File: config.mk
export PLATFORM = sky130hd
export DESIGN_NAME = mac_accumulator_stream
export DESIGN_NICKNAME = d
export VERILOG_FILES = /design/src/rtl/mac_accum_pkg.sv /design/src/rtl/mac_adder_tree.sv /design/src/rtl/mac_accumulator_stream.sv
export SDC_FILE = /design/constraint.sdc
export NUM_CORES = 1
export LEC_CHECK = 0
export CORE_MARGIN = 5
export CORE_UTILIZATION = 35
export CTS_CLUSTER_SIZE = 8
export DETAILED_ROUTE_END_ITERATION = 7
export PLACE_DENSITY = 0.59
export SLEW_MARGIN = 20
export SYNTH_ARGS = -nofsm -noshare
export SYNTH_HDL_FRONTEND = slang
export SYNTH_SLANG_ARGS = --single-unit
File: constraint.sdc
create_clock -name clk -period 6.3 [get_ports clk]
set_input_delay 0.63 -clock clk [delete_from_list [all_inputs] [get_ports clk]]
set_output_delay 0.63 -clock clk [all_outputs]
set_load 0.03 [all_outputs]
File: src/rtl/mac_accum_pkg.sv
// mac_accum_pkg: shared types and width/limit helpers for the streaming MAC accumulator.
// Rev 1.0
`default_nettype none

package mac_accum_pkg;

   typedef enum logic {
      ACC_SUM   = 1'b0,
      ACC_SHIFT = 1'b1
   } acc_mode_t;

   function automatic int tree_width(input int data_width, input int vec_length);
      return data_width + $clog2(vec_length) + 1;
   endfunction

   // Low acc_width bits hold the signed limits; upper bits are don't-care.
   function automatic logic [127:0] sat_max_f(input int acc_width);
      return (128'd1 << (acc_width - 1)) - 128'd1;
   endfunction

   function automatic logic [127:0] sat_min_f(input int acc_width);
      return ~sat_max_f(acc_width);
   endfunction

endpackage

`default_nettype wire

File: src/rtl/mac_adder_tree.sv
// mac_adder_tree: combinational binary reduction of VEC_LENGTH signed lanes to TW bits.
// Rev 1.0
`default_nettype none

module mac_adder_tree
   import mac_accum_pkg::*;
#(
   parameter int DATA_WIDTH = 24,
   parameter int VEC_LENGTH = 4,
   parameter int TW         = tree_width(DATA_WIDTH, VEC_LENGTH)
) (
   input  logic signed [DATA_WIDTH-1:0] lanes_i [VEC_LENGTH],
   output logic signed [TW-1:0]         sum_o
);

   localparam int LEVELS = $clog2(VEC_LENGTH);

   for (genvar l = 0; l <= LEVELS; l++) begin : g_lvl
      logic signed [TW-1:0] v [VEC_LENGTH >> l];
      if (l == 0) begin : g_leaf
         for (genvar k = 0; k < VEC_LENGTH; k++) begin : g_lane
            assign v[k] = {{(TW-DATA_WIDTH){lanes_i[k][DATA_WIDTH-1]}}, lanes_i[k]};
         end
      end else begin : g_add
         for (genvar k = 0; k < (VEC_LENGTH >> l); k++) begin : g_node
            assign v[k] = g_lvl[l-1].v[2*k] + g_lvl[l-1].v[2*k+1];
         end
      end
   end

   assign sum_o = g_lvl[LEVELS].v[0];

endmodule

`default_nettype wire

File: src/rtl/mac_accumulator_stream.sv
// mac_accumulator_stream: 3-stage mask / reduce / accumulate pipeline with framed valid/ready result.
// Rev 1.0
`default_nettype none

module mac_accumulator_stream
   import mac_accum_pkg::*;
#(
   parameter int DATA_WIDTH = 24,
   parameter int VEC_LENGTH = 4,
   parameter int ACC_WIDTH  = 32
) (
   input  logic                         clk,
   input  logic                         reset,
   input  logic                         in_valid,
   output logic                         in_ready,
   input  logic signed [DATA_WIDTH-1:0] in [VEC_LENGTH],
   input  logic [VEC_LENGTH-1:0]        lane_en,
   input  logic                         first,
   input  logic                         last,
   input  logic                         neg,
   input  logic                         mode,
   input  logic                         sat_en,
   output logic                         out_valid,
   input  logic                         out_ready,
   output logic signed [ACC_WIDTH-1:0]  out,
   output logic                         ovf
);

   localparam int TW = tree_width(DATA_WIDTH, VEC_LENGTH);
   localparam int XW = ACC_WIDTH + 2;
   localparam logic [127:0] C_MAX_FULL = sat_max_f(ACC_WIDTH);
   localparam logic [127:0] C_MIN_FULL = sat_min_f(ACC_WIDTH);
   localparam logic [ACC_WIDTH-1:0] C_MAX = C_MAX_FULL[ACC_WIDTH-1:0];
   localparam logic [ACC_WIDTH-1:0] C_MIN = C_MIN_FULL[ACC_WIDTH-1:0];

   logic                         s1_valid_q;
   logic signed [DATA_WIDTH-1:0] s1_lanes_q [VEC_LENGTH];
   logic                         s1_first_q, s1_last_q, s1_neg_q, s1_sat_q;
   acc_mode_t                    s1_mode_q;

   logic                         s2_valid_q;
   logic signed [TW-1:0]         s2_term_q;
   logic                         s2_first_q, s2_last_q, s2_sat_q;
   acc_mode_t                    s2_mode_q;

   logic [ACC_WIDTH-1:0]         acc_q, acc_d;
   logic                         in_frame_q;
   acc_mode_t                    frame_mode_q;
   logic                         frame_sat_q;
   logic                         frame_ovf_q, ovf_d;

   logic [ACC_WIDTH-1:0]         out_q;
   logic                         ovf_q, out_valid_q;

   logic                         stall;
   logic                         s3_load;
   logic signed [TW-1:0]         tree_sum;

   // Only a last beat about to overwrite an unconsumed result blocks the pipe.
   assign stall    = out_valid_q && !out_ready && s2_valid_q && s2_last_q;
   assign s3_load  = !stall && s2_valid_q && s2_last_q;
   assign in_ready = !stall;

   always_ff @(posedge clk) begin
      if (!reset) begin
         s1_valid_q <= 1'b0;
         s1_first_q <= 1'b0;
         s1_last_q  <= 1'b0;
         s1_neg_q   <= 1'b0;
         s1_sat_q   <= 1'b0;
         s1_mode_q  <= ACC_SUM;
         for (int k = 0; k < VEC_LENGTH; k++) s1_lanes_q[k] <= '0;
      end else if (!stall) begin
         s1_valid_q <= in_valid;
         s1_first_q <= first;
         s1_last_q  <= last;
         s1_neg_q   <= neg;
         s1_sat_q   <= sat_en;
         s1_mode_q  <= acc_mode_t'(mode);
         for (int k = 0; k < VEC_LENGTH; k++) s1_lanes_q[k] <= lane_en[k] ? in[k] : '0;
      end
   end

   mac_adder_tree #(
      .DATA_WIDTH (DATA_WIDTH),
      .VEC_LENGTH (VEC_LENGTH),
      .TW         (TW)
   ) u_tree (
      .lanes_i (s1_lanes_q),
      .sum_o   (tree_sum)
   );

   always_ff @(posedge clk) begin
      if (!reset) begin
         s2_valid_q <= 1'b0;
         s2_term_q  <= '0;
         s2_first_q <= 1'b0;
         s2_last_q  <= 1'b0;
         s2_sat_q   <= 1'b0;
         s2_mode_q  <= ACC_SUM;
      end else if (!stall) begin
         s2_valid_q <= s1_valid_q;
         s2_term_q  <= s1_neg_q ? -tree_sum : tree_sum;
         s2_first_q <= s1_first_q;
         s2_last_q  <= s1_last_q;
         s2_sat_q   <= s1_sat_q;
         s2_mode_q  <= s1_mode_q;
      end
   end

   logic            start;
   acc_mode_t       eff_mode;
   logic            eff_sat;
   logic [XW-1:0]   term_x, acc_x, base_x, raw_x;
   logic            fits, clamp;

   always_comb begin
      start    = s2_first_q || !in_frame_q;
      eff_mode = start ? s2_mode_q : frame_mode_q;
      eff_sat  = start ? s2_sat_q  : frame_sat_q;
      term_x   = {{(XW-TW){s2_term_q[TW-1]}}, s2_term_q};
      acc_x    = {{2{acc_q[ACC_WIDTH-1]}}, acc_q};
      if (start)                    base_x = '0;
      else if (eff_mode == ACC_SHIFT) base_x = {acc_x[XW-2:0], 1'b0};
      else                          base_x = acc_x;
      raw_x    = base_x + term_x;
      // In range iff the two guard bits agree with the ACC_WIDTH sign bit.
      fits     = (raw_x[XW-1:ACC_WIDTH-1] == 3'b000) || (raw_x[XW-1:ACC_WIDTH-1] == 3'b111);
      clamp    = eff_sat && !fits;
      if (clamp) acc_d = raw_x[XW-1] ? C_MIN : C_MAX;
      else       acc_d = raw_x[ACC_WIDTH-1:0];
      ovf_d    = eff_sat && (clamp || (!start && frame_ovf_q));
   end

   always_ff @(posedge clk) begin
      if (!reset) begin
         acc_q        <= '0;
         in_frame_q   <= 1'b0;
         frame_mode_q <= ACC_SUM;
         frame_sat_q  <= 1'b0;
         frame_ovf_q  <= 1'b0;
      end else if (!stall && s2_valid_q) begin
         acc_q        <= acc_d;
         in_frame_q   <= !s2_last_q;
         frame_mode_q <= eff_mode;
         frame_sat_q  <= eff_sat;
         frame_ovf_q  <= ovf_d;
      end
   end

   always_ff @(posedge clk) begin
      if (!reset) begin
         out_q       <= '0;
         ovf_q       <= 1'b0;
         out_valid_q <= 1'b0;
      end else if (s3_load) begin
         out_q       <= acc_d;
         ovf_q       <= ovf_d;
         out_valid_q <= 1'b1;
      end else if (out_ready) begin
         out_valid_q <= 1'b0;
      end
   end

   assign out       = out_q;
   assign ovf       = ovf_q;
   assign out_valid = out_valid_q;

endmodule

`default_nettype wire

### Word-level counts from Yosys, hierarchy flattened

Index checks and enable logic that the tools add are counted.

| operators by class | value |
|---|---|
| $add $sub $neg | 5 |
| equal/unequal tests | 1 |
| multiplexer cells | 13 |
| reduce and logical (&&, ||, !) cells | 19 |

Operators by type and width:

| operator | count |
|---|---|
| 24-bit two-way mux | 4 |
| 32-bit two-way mux | 3 |
| 24-bit by 24-bit adder with 25-bit output | 2 |
| 34-bit adder | 1 |
| 34-bit two-way mux | 1 |
| 27-bit adder | 1 |
| 27-bit two-way mux | 1 |
| 27-bit negator | 1 |
| 1-bit logical AND | 8 |
| 1-bit logical NOT | 6 |
| 1-bit two-way mux | 4 |
| 3-bit equality test, second input constant | 1 |
| 3-bit logical NOT | 1 |
| 1-bit logical OR | 3 |
| 2-bit nonzero test | 1 |

| word-level totals | value |
|---|---|
| bits in registers | 204 |
| output and inout bits | 35 |
| word-level logic and storage cells | 62 |

### Depth between registers and ports, before layout

| depth | value |
|---|---|
| word-level depth | 12 |
| mapped depth | 26 |
| mapped depth without buffers | 24 |

### Modules after synthesis

A second synthesis with hierarchy kept.

| unflattened totals | value |
|---|---|
| cells, all modules | 1,627 |
| area, all modules | 12,856.1 um2 |

Modules (own cells, without submodules):

| module | instances | cells each | area each (um2) |
|---|---|---|---|
| mac_accumulator_stream | 1 | 1,247 | 10,049.6 |
| mac_adder_tree | 1 | 380 | 2,806.4 |

### Worst setup path after synthesis

OpenSTA, ideal clock, no wires.

| timing | value |
|---|---|
| path kind | register -> register |
| start point | register s1_lanes_q[48] (netlist name) |
| end point | register s2_term_q[26] |
| data arrival time | 4.846 ns |
| path slack | 1.332 ns |
| stages on the path, launching flop included | 23 |
| clock period less this slack | 4.968 ns |
| cell sequence | dfxtp_1 > ha_1 > inv_1 > fa_1 > nor2b_1 > o21ai_0 > a21boi_0 > o31a_1 > o2111ai_1 > a211o_1 > a31oi_1 > o21a_1 > nor2_1 > xnor2_1 > ha_1 > and3_1 > and3_1 > a211o_1 > a41oi_1 > xor2_1 > o2111ai_1 > or3_1 > o311a_1 |

| on the way | value |
|---|---|
| word-level cells in the longest chain between the ends | 4 |

RTL lines:

| item | line | RTL |
|---|---|---|
| from (decl) | mac_accumulator_stream.sv:37 | `logic signed [DATA_WIDTH-1:0] s1_lanes_q [VEC_LENGTH];` |
| 24-bit by 24-bit adder with 25-bit output (*) | mac_adder_tree.sv:26 | `assign v[k] = g_lvl[l-1].v[2*k] + g_lvl[l-1].v[2*k+1];` |
| 27-bit adder (*) | mac_adder_tree.sv:26 |  |
| 27-bit negator | mac_accumulator_stream.sv:103 | `s2_term_q <= s1_neg_q ? -tree_sum : tree_sum;` |
| 27-bit two-way mux (*) | mac_accumulator_stream.sv:103 |  |
| to (signal assigned) | mac_accumulator_stream.sv:103 |  |
| to (decl) | mac_accumulator_stream.sv:42 | `logic signed [TW-1:0] s2_term_q;` |

Mark *: on every way between the ends. The rest lies on a longest branch, timed or not.
A chain may end at the register's enable or synchronous reset.

### Worst setup path after layout

Ends and elaborated chain as after synthesis.

==> impl_metrics.py <==
metrics = {
    "setup_path": {
        "start_kind": "register",
        "crit_chain": "ha_1 -> inv_1 -> fa_1 -> nor2b_1 -> o21ai_0 -> a21boi_0 -> o31a_1 -> o2111ai_1 -> a211o_1 -> a31oi_1 -> o21a_1 -> nor2_1 -> xnor2_1 -> ha_1 -> and3_1 -> and3_1 -> a211o_1 -> a41oi_1 -> xor2_1 -> o2111ai_1 -> or3_1 -> o311a_1",
        "end_kind": "register",
        "crit_required_ns": 6.74,
        "r2r-end": "s2_term_q[26]",
        "crit_type": "reg -> reg",
        "max_stage_delay_ns": 0.42,
        "rrSetupSlack_ns": 0.67,
        "cp_slowest_cell": "xor2_1",
        "critical_path.startpoint": "s1_lanes_q[48]",
        "endpoint": "s2_term_q[26]",
        "cp_max_fo": 7,
        "cp.arrival_ns": 6.07,
        "critPathBufInv": 1,
        "cp.depth": 22,
        "worstRegToRegCells": 22,
        "r2r_start": "s1_lanes_q[48]",
        "path_delay_family": "compound AO/OA/AOI/OAI gates",
    },
    "global_routing": {
        "grt_max_degree": 79,
        "grt-ovfl-total": 0,
        "first_global_vias": 12400,
        "track_usage": 0.174,
        "grt_pass1_wl_um": 64000,
        "antenna_found_initial": 0,
    },
    "flow_run": {
        "drv_cap": 0,
    },
    "floorplanning": {
        "die_w_um": 207,
        "core-area_um2": 38600,
        "die_area_um2": 43000,
        "rows": 72,
        "initial_core_util": 0.353,
        "io_pins": 144,
        "die_y_um": 207,
    },
    "drt": {
        "vias_per_cell": 5.35,
        "drt_wl_total_um": 39000,
        "drcViolationCount": 0,
        "dr.pass1.iters": 8,
        "drtAntennaViolNets": 0,
        "vias": 12800,
        "drt_iter0_markers": 668,
        "drt-wirelength-per-cell_um": 16.3,
    },
    "yosys": {
        "synth_edf_count": 0,
        "syn_area_per_cell_um2": 7.62,
        "syn_inst": 1789,
        "syn-cell-area_um2": 13600,
        "synth_cell_type_count": 70,
        "ys_ff_latch": 204,
        "synth_nets": 2009,
        "ys.flop_type": "dfxtp_1",
        "synth-warning-count": 0,
        "ys_seq_area_frac": 0.300,
        "synthArstFlopShare": 0,
    },
    "sta": {
        "slew_viol_final": 0,
        "hold_viol": 0,
        "period_minus_slack_ns": 5.63,
        "fin_hold_ws_ns": 0.452,
        "slew_headroom": 0.396,
        "tns_ns": 0,
        "fmax_mhz": 178,
        "rsz0062_at_grt": "no",
        "fin_crit_sh": 0.894,
        "worstMarginPinSlew_ns": 0.893,
        "setup_viol": 0,
        "worst_clock_skew_ns": 0.0211,
    },
    "min_path": {
        "min_from": "s1_mode_q",
        "hold_class": "reg -> reg",
    },
    "cells_and_area": {
        "diodes": 0,
        "fin_nets": 2095,
        "ff_latch_area_um2": 4090,
        "syn2layout_area_growth_pct": 19.0,
        "nFillCells": 4019,
        "design_area_um2": 16200,
        "multi_input_area_um2": 8980,
        "fin_util": 0.420,
        "drive_gt1_frac": 0.0383,
    },
    "cts": {
        "cts_buffers": 29,
        "cts_setup_buffers": 0,
        "post_cts_resize_count": 0,
        "cts.sinks": 204,
        "clkTransAtPathRegs_ns": 0.05,
        "cts_root_buffer": "clkbuf_16",
        "holdBufCountCts": 0,
        "clk_latency_ns": 0.56,
        "htreeDepth": 1,
        "cts_tree": "done",
        "clk_path_buf_depth": 3,
    },
    "placed_design": {
        "hpwl_um": 30200,
        "portBuffers": 143,
        "placed_cell_area_um2": 15500,
        "gp_congestion": 0.892,
    },
    "power": {
        "leakage_nw": 6.46,
        "irDropWorstVdd_mv": 0.195,
        "finalPower_mw": 3.63,
        "power_density_nw_per_um2": 224,
    },
    "run_status": {
        "outcome": "finished, final reports clean",
    },
}
[worst register-to-register path: stages (launching register included)]
cell and delay (ns):
dfxtp_1 0.33, ha_1 0.17, inv_1 0.06, fa_1 0.40, nor2b_1 0.12, o21ai_0 0.11, a21boi_0 0.31, o31a_1 0.24
o2111ai_1 0.18, a211o_1 0.32, a31oi_1 0.28, o21a_1 0.15, nor2_1 0.05, xnor2_1 0.13, ha_1 0.39, and3_1 0.22
and3_1 0.18, a211o_1 0.26, a41oi_1 0.22, xor2_1 0.43, o2111ai_1 0.28, or3_1 0.37, o311a_1 0.35
[area by class of cell]
| class | instances | share of cell area |
|---|---|---|
| clock inverters | 1 | 0.000540 |
| clock buffers | 33 | 0.0457 |
| flip-flops and latches | 204 | 0.252 |
| multi-input cells | 1432 | 0.554 |
| well taps | 518 | 0.0400 |
| inverters | 51 | 0.0120 |
| repair buffers | 157 | 0.0956 |
[Yosys cell counts, types with 4 or more instances]
master / n / share of area
ha_1: 107 / 0.098
o2111ai_1: 5 / 0.0032
nand2b_1: 16 / 0.0073
nand4_1: 10 / 0.0046
a31oi_1: 16 / 0.0073
nor3_1: 28 / 0.010
xnor2_1: 65 / 0.042
a211o_1: 7 / 0.0045
o211ai_1: 9 / 0.0050
nor2_1: 210 / 0.058
a311oi_1: 6 / 0.0039
fa_1: 4 / 0.0059
a21oi_1: 198 / 0.073
o21bai_1: 10 / 0.0055
or3_1: 8 / 0.0037
and3_1: 12 / 0.0055
dfxtp_1: 204 / 0.30
a211oi_1: 84 / 0.046
or2_2: 4 / 0.0018
and2_1: 8 / 0.0037
nor2b_1: 13 / 0.0060
o22ai_1: 5 / 0.0023
xor2_1: 35 / 0.022
nand3_1: 126 / 0.046
nand2_1: 195 / 0.054
a21o_1: 38 / 0.021
a2111oi_0: 5 / 0.0032
inv_1: 49 / 0.014
or4_1: 4 / 0.0022
o21ai_0: 81 / 0.030
o21a_1: 20 / 0.011
buf_1: 6 / 0.0017
clkbuf_1: 93 / 0.026
mux2i_1: 33 / 0.024
o31ai_1: 14 / 0.0077
[worst min-delay path by stage]
stage | end | slack (ns) | cells past startpoint
floorplan | s2_mode_q | 0.43 | 2
global placement | s1_lanes_q[24] | 0.44 | 2
detailed placement | s1_last_q | 0.45 | 2
CTS | s1_last_q | 0.45 | 2
global route | s1_lanes_q[2] | 0.47 | 2
finish | s1_mode_q | 0.45 | 2
[through the flow]
step | cells | worst slack (ns)
finish | 2396 | 0.667
global route | 2396 | 0.257
CTS | 2396 | 0.679
detailed placement | 2362 | 0.686
global placement | 2362 | 0.800
floorplan | 1789 | 1.33
[power by group]
| part | leakage (nW) | internal [mW] | switching [mW] |
|---|---|---|---|
| Sequential | 1.67 | 1.37 | 0.0634 |
| Combinational | 4.42 | 0.355 | 0.493 |
| Clock | 0.367 | 0.808 | 0.548 |
[routing by layer]
layer / part of all wire / global-route usage / wire length [um] / up-vias
met3: 0.038 / 0.0255 / 1480 / 51
met4: 0.020 / 0.0351 / 777 / 0
met2: 0.49 / 0.307 / 18900 / 261
met5: 0 / 0 / 0 / -
met1: 0.46 / 0.227 / 17800 / 5908
li1: - / - / - / 6593
[state kept, by name, indices dropped and copies added (netlist names), 27 cells and up]
| signal | flops |
|---|---|
| s2_term_q | 27 |
| s1_lanes_q | 96 |
| acc_q | 32 |
| out | 32 |
[cells by family (layout without fill, tap and decap cells)]
group           Yosys count  count (layout)  synth area share
mux                      35              35            0.0259
compound gates          538             538             0.251
fa+ha+maj               111             111             0.104
xor+xnor                102             102            0.0667
flops                   204             204             0.300
buf+inv                 153             242            0.0424
simple gates            646             646             0.210
[cell usage in the layout (no fill, tap or decap), drive strengths merged, types with 4 or more instances in the layout]
master and instances:
buf 14, a311oi 6, o31ai 14, mux2i 33, nand3 126, nand2b 16
a21o 38, a211oi 87, fa 4, nor2b 13, a211o 7, o21a 20
o21ai 84, clkdlybuf4s50 143, o211ai 10, a2111oi 5, and2 8, ha 107
clkbuf 33, a31oi 16, or2 4, and3 12, nand2 195, nor2 210
inv 51, nand4 10, o21bai 10, o2111ai 5, nor3 28, a21oi 198
dfxtp 204, or3 8, o22ai 5, or4 4, xnor2 66, xor2 36
(Power assumes the default switching activity.)
